<file path="src/rtl/phrase_display_driver.sv">
// phrase_display_driver: shows a 16-character phrase on an 8-digit seven-segment display, in page or scroll mode
module phrase_display_driver #(
    parameter int REFRESH_DIV = 100000,
    parameter int PAGE_DIV    = 100000000
) (
    input  logic        clk,
    input  logic        rst_n,
    input  logic [79:0] phrase,
    input  logic        ld_valid,
    output logic        ld_ready,
    input  logic        scroll,
    output logic [6:0]  seg,
    output logic [7:0]  an,
    output logic        pass_done
);
    localparam int RW = $clog2(REFRESH_DIV + 1);
    localparam int PW = $clog2(PAGE_DIV + 1);

    typedef enum logic [1:0] {IDLE, SHOW, RELOAD} state_t;

    state_t        state, state_n;
    logic [79:0]   phr_q;
    logic [RW-1:0] rcnt;
    logic [PW-1:0] pcnt;
    logic [2:0]    dig;
    logic [3:0]    w, w_n, pos;
    logic [4:0]    code;
    logic          xfer, r_tick, p_wrap, p_tick, hi_blank, show, pass_n;

    function automatic logic [6:0] glyph(input logic [4:0] c);
        case (c)
            5'd0:  glyph = 7'b1000000;
            5'd1:  glyph = 7'b1111001;
            5'd2:  glyph = 7'b0100100;
            5'd3:  glyph = 7'b0110000;
            5'd4:  glyph = 7'b0011001;
            5'd5:  glyph = 7'b0010010;
            5'd6:  glyph = 7'b0000010;
            5'd7:  glyph = 7'b1111000;
            5'd8:  glyph = 7'b0000000;
            5'd9:  glyph = 7'b0010000;
            5'd10: glyph = 7'b0001000;
            5'd11: glyph = 7'b0000011;
            5'd12: glyph = 7'b1000110;
            5'd13: glyph = 7'b0100001;
            5'd14: glyph = 7'b0000110;
            5'd15: glyph = 7'b0001110;
            5'd16: glyph = 7'b1000010;
            5'd17: glyph = 7'b0001001;
            5'd18: glyph = 7'b1001111;
            5'd19: glyph = 7'b1100001;
            5'd20: glyph = 7'b1000111;
            5'd21: glyph = 7'b0101011;
            5'd22: glyph = 7'b0001100;
            5'd23: glyph = 7'b0101111;
            5'd24: glyph = 7'b0000111;
            5'd25: glyph = 7'b1000001;
            5'd26: glyph = 7'b1000011;
            5'd27: glyph = 7'b1110001;
            5'd28: glyph = 7'b0010001;
            default: glyph = 7'b1111111;
        endcase
    endfunction

    // A transfer always wins over a same-cycle page tick, so the tick is suppressed then
    assign xfer     = ld_valid && ld_ready;
    assign r_tick   = rcnt == RW'(REFRESH_DIV - 1);
    assign p_wrap   = pcnt == PW'(PAGE_DIV - 1);
    assign p_tick   = state == SHOW && p_wrap && !xfer;
    assign hi_blank = &phr_q[39:0];
    assign pos      = w + 4'd7 - {1'b0, dig};
    assign code     = phr_q[{3'd0, ~pos} * 7'd5 +: 5];

    // State register
    always_ff @(posedge clk or negedge rst_n) begin
        if (!rst_n) state <= IDLE;
        else        state <= state_n;
    end

    // Next state: any transfer goes through a one-cycle reload
    always_comb begin
        state_n = xfer ? RELOAD : state == RELOAD ? SHOW : state;
    end

    // FSM outputs
    always_comb begin
        ld_ready = state != RELOAD;
        show     = state != IDLE;
    end

    // Window offset update on page ticks; misaligned page offsets snap back to 0
    always_comb begin
        w_n    = (xfer || state != SHOW) ? 4'd0 :
                 !p_tick ? w :
                 scroll ? w + 4'd1 :
                 (hi_blank || !(w == 4'd0 || w == 4'd8)) ? 4'd0 : w + 4'd8;
        pass_n = p_tick && w_n == 4'd0 && (w != 4'd0 || (!scroll && hi_blank));
    end

    // Phrase buffer, refresh/page counters, window and pass pulse
    always_ff @(posedge clk or negedge rst_n) begin
        if (!rst_n) begin
            phr_q     <= '1;
            rcnt      <= '0;
            pcnt      <= '0;
            dig       <= '0;
            w         <= '0;
            pass_done <= 1'b0;
        end else begin
            phr_q     <= xfer ? phrase : phr_q;
            rcnt      <= r_tick ? '0 : rcnt + 1'b1;
            dig       <= dig + 3'(r_tick);
            pcnt      <= (state != SHOW || xfer || p_wrap) ? '0 : pcnt + 1'b1;
            w         <= w_n;
            pass_done <= pass_n;
        end
    end

    // Registered segment and anode drive keeps digit changes glitch-free
    always_ff @(posedge clk or negedge rst_n) begin
        if (!rst_n) begin
            seg <= 7'h7F;
            an  <= 8'hFE;
        end else begin
            seg <= show ? glyph(code) : 7'h7F;
            an  <= ~(8'd1 << dig);
        end
    end
endmodule
</file>
<file path="config.mk">
export PLATFORM = sky130hd
export DESIGN_NAME = phrase_display_driver
export DESIGN_NICKNAME = d
export VERILOG_FILES = /design/src/rtl/phrase_display_driver.sv
export SDC_FILE = /design/constraint.sdc
export NUM_CORES = 1
export LEC_CHECK = 0
export CAP_MARGIN = 20
export CORE_ASPECT_RATIO = 1.75
export CORE_MARGIN = 2
export CORE_UTILIZATION = 40
export DETAILED_ROUTE_END_ITERATION = 12
export PLACE_DENSITY = 0.6
export SLEW_MARGIN = 20
export SYNTH_ARGS = -nofsm -noshare
export SYNTH_HDL_FRONTEND = slang
export SYNTH_SLANG_ARGS = --single-unit
</file>
<file path="constraint.sdc">
create_clock -name clk -period 4.1 [get_ports clk]
set_input_delay 1.025 -clock clk [delete_from_list [all_inputs] [get_ports clk]]
set_output_delay 1.025 -clock clk [all_outputs]
set_load 0.05 [all_outputs]
</file>
Word-level counts from Yosys, hierarchy flattened
Memories as Yosys holds them, arrays and structs flattened.
Index checks and enable logic that the tools add are counted.

storage, ports and cells
  bits in registers = 149
  ROM bits = 224
  input bits = 84
  output and inout bits = 17
  logic and storage cells = 58
  memories = 1

memories
  memory           words  width  read ports  clocked after memory_dff  wr ports  RTL line  source
  (no name shown)  32     7      1           0                         0         31        case (c)

cells by class
  $add $sub $neg = 7
  multiply operators = 1
  equal/unequal tests = 7
  shifts and indexed selects = 2
  multiplexer cells = 9
  bitwise logic cells = 2
  reduce and logical (&&, ||, !) cells = 20

operator list
  kind                     number
  $shiftx A80 B8 Y5        1
  $reduce_and A40 Y1       1
  $add A27 B1 Y27 const B  1
  $eq A27 B27 Y1 const B   1
  $mux W27                 1
  $add A17 B1 Y17 const B  1
  $eq A17 B17 Y1 const B   1
  $mux W17                 1
  $mux W4                  4
  $logic_not A4 Y1         2
  $not A8 Y8               1
  $shl A1 B3 Y8 const A    1
  $mul A4 B3 Y7 const B    1
  $mux W7                  1
  $logic_and A1 B1 Y1      6
  $logic_or A1 B1 Y1       5
  $add A4 B1 Y4 const B    1
  $add A4 B3 Y4 const B    1
  $add A4 B4 Y4 const B    1
  $eq A4 B4 Y1 const B     1
  $mux W2                  2
  $not A4 Y4               1
  $reduce_bool A2 Y1       2
  $reduce_bool A4 Y1       1
  other kinds (7)          9

Logic depth before layout (Yosys ltp)
  depth in word-level cells = 11
  mapped depth = 14
  gate-level depth less buffers = 13

Worst setup path before layout
OpenSTA, ideal clock, no wires.

  kind = flip-flop to flip-flop
  from = register dig[1]
  to = register seg[2]
  library setup time = 0.084 ns
  arrival = 3.438 ns
  data required time = 4.016 ns
  path slack = 0.579 ns
  stages on the path, launching flop included = 14
  buffers on the path = 2
  clock period less this slack = 3.521 ns
  cell sequence = dfrtp_1 inv_1 ha_1 ha_1 buf_2 buf_2 mux4_2 mux4_2 inv_1 ha_1 inv_1 ha_1 o31ai_1 a311o_1

between the ends
  word-level cells in the longest chain between the ends = 6

ends and longest elaborated chain
  element                 RTL line  source
  from (decl)             25        logic [2:0] dig;
  from (signal assigned)  112       dig <= dig + 3'(r_tick);
  $sub A4 B3 Y4           71        assign pos = w + 4'd7 - {1'b0, dig};
  $not A4 Y4              72        assign code = phr_q[{3'd0, ~pos} * 7'd5 +: 5];
  $mul A4 B3 Y7           72
  $shiftx A80 B8 Y5       72
  $mem_v2 Z32 W7          --
  $mux W7                 125       seg <= show ? glyph(code) : 7'h7F;
  to (signal assigned)    125
  to (decl)               12        output logic [6:0] seg,

No other way between the ends.
A chain may end at the register's enable or synchronous reset.

Final worst setup path
Same ends and word-level chain as after synthesis.

==> results.yml <==
placed_design:
  gp_congestion: 0.885
  dpl.hpwl_mm: 12.8
  io_buffers: 100
clock_tree:
  cts_max_level: 4
  cts-buffers-inserted: 17
  cts_tree: "yes"
  ctsResizeCount: 0
  cts_root_buf: "clkbuf_16"
  clk_transition_reported_paths_ps: 60
  post-cts-setup-buffers: 0
  clk_latency_ps: 420
  hold_buffers: 0
  clockBufferDepth: 2
  clock-sinks: 149
final_layout:
  post-route-util_pct: 50.4
  nNetsFinal: 790
  area_delta_synth_final_pct: 25.0
  drive_gt1_share_pct: 35.1
  insertedDiodeCount: 0
  n_fill_cell: 1596
die:
  die_area_um2: 19700
  ios: 101
  rows: 66
  core_area_um2: 18400
  die_width_um: 107
  start_util_pct: 40.3
  die_h_um: 184
global_routing:
  grt_pass1_wl_mm: 27.4
  antenna_found_initial: 0
  use_met1_pct: 20.0
  use_met3_pct: 3.78
  first_global_vias: 5221
  top_usage_layer: "met2"
  grt_usage_pct: 18.1
  overflow: 0
  grt_util_met2_pct: 33.5
  grt_max_degree: 105
worst_setup_path:
  worstSetupEndpointType: "flip-flop"
  worstSetupPathType: "reg -> reg"
  startpoint_type: "flip-flop"
  crit_fanout: 7
  required_ps: 4450
  arrival_ps: 4160
timing:
  fin_crit_sh_pct: 92.9
  final-setup-viol-count: 0
  min_period_ps: 3810
  rsz0062_at_grt: "no"
  fin_tns_setup_ps: 0
  slew_violations: 0
  fmax_ghz: 0.263
  hold_ws_ps: 486
  hold_viol: 0
  skew_ps: 7.56
  relSlewSlack_pct: 33.8
  max_slew.worst_pin.slew_ps: 993
run:
  cap_violations: 0
logic_synthesis:
  synth_flop_cell: "dfstp_2"
  yosysUniqueCellTypes: 56
  synth_top_cell_by_area: "dfstp_2"
  seq_area_frac_synth_pct: 51.8
  synthCells: 582
  ys_seq_elements: 149
  synth_edf_count: 0
  yosys-top-cells-area: "dfstp_2 33%, dfrtp_1 19%, mux2_2 12%, mux4_2 6.4%, ha_1 3.2%"
  synthesis.area_um2: 7430
  synthArstFlopShare_pct: 100
  yosysWarningCount: 0
  synth_fp_nets: 686
  synth_top_area_share_pct: 33.2
  avgSynthCellArea_um2: 12.8
drt:
  vias: 4895
  antenna_left: 0
  drc_errors: 0
  finalWirelength_mm: 16.9
  avgRoutedWirePerCell_um: 18.0
  drtPass1Iterations: 4
  via_per_inst: 5.22
  drt_iter0_drc: 192
pwr:
  ir_drop_mv: 0.368
  power.leakage_uw: 0.00371
  power_density_nw_per_um2: 603
hold_path:
  hold_class: "reg -> reg"
status:
  status: "finished clean"
[logic make-up after synthesis]
logic type,Yosys count,synth area share [%]
adders and majority gates,20,3.47
DFF,149,51.8
AOI/OAI and AO/OA,43,3.55
muxes,114,21.2
and+or+nand+nor,171,11.8
xor gates and xnor gates,45,5.51
buffers and inverters,40,2.78
[placed cells by master (no fill, tap or decap), types with 5 or more instances in the layout]
cell / n
nand3_1: 31
nor4_1: 5
nand4_1: 15
a21oi_1: 15
dfrtp_1: 55
nor2_1: 48
nand2_1: 23
ha_1: 19
inv_1: 18
o21ai_0: 8
nand2b_1: 9
inv_6: 5
xnor2_1: 17
nor3_1: 8
xor2_1: 27
mux2i_1: 7
mux2_2: 82
mux4_2: 21
clkbuf_16: 17
clkdlybuf4s50_1: 99
and3_1: 5
dfstp_2: 94
buf_4: 5
and4_1: 5
[registers in the layout (all words and copies together) (netlist names)]
name,count
pcnt,27
phr_q,80
seg,7
state,2
w,4
an,8
pass_done,1
rcnt,17
dig,3
[final timing paths]
path | startpoint | end | slack [ps] | cells past startpoint
worst max-delay path | dig[1] | seg[2] | 290 | 12
worst min-delay path | pcnt[0] | pcnt[0] | 490 | 1
worst max register to register | dig[1] | seg[2] | 290 | 12
worst min register to register | pcnt[0] | pcnt[0] | 490 | 1
max in group asynchronous | rst_n | phr_q[79] | 2450 | 2
min in group asynchronous | rst_n | rcnt[11] | 700 | 1
[cell usage after synthesis (all sizes together) (4+ instances only)]
master and number:
ha 19, nor3 9, clkbuf 6, nand2 24, dfstp 94, inv 19, and3 5, xor2 27
a21oi 15, dfrtp 55, nand3 31, or3 4, buf 15, o21ai 11, and4 5, mux2 82
and2 4, nor4 5, nand2b 9, mux2i 7, xnor2 17, mux4 25, nand4 15, nor2 49
[stage by stage]
stage	instance area [um^2]	std cells	total power (uW)	setup slack (ps)
floorplan	7430	582	3500	579
global placement	8660	905	3960	412
detailed placement	8660	905	4010	293
CTS	9290	937	5670	278
global route	9290	937	5900	3.70
finish	9290	937	5600	291
[critical path, stage by stage, from the launching register on]
cell and delay (ps):
dfrtp_1 450, inv_1 110, ha_1 300, ha_1 210, fa_1 380, xnor3_2 390, mux4_2 610, inv_1 200
ha_1 310, inv_1 100, ha_1 280, o31ai_1 70, a311o_1 320
[final cells by class]
type | instances | area [um^2] | share of cell area, %
timing repair buffer | 106 | 1060 | 11.4
clock buffer | 18 | 439 | 4.73
sequential | 149 | 3850 | 41.4
inverter | 19 | 71.3 | 0.768
clock inverter | 14 | 186 | 2.01
tap | 238 | 298 | 3.21
multi-input combinational | 393 | 3380 | 36.5
[power breakdown]
part | leakage [uW] | internal [uW] | switching, uW
registers | 0.00174 | 2110 | 263
clock network | 0.000306 | 992 | 648
logic | 0.00167 | 827 | 769
total | 0.00371 | 3920 | 1680
[routing by layer]
layer / up-vias / wire length (um)
met2: 93 / 9570
met1: 2471 / 6440
met3: 23 / 429
met4: 0 / 433
li1: 2308 / -
met5: - / 0
(Power assumes the default switching activity.)
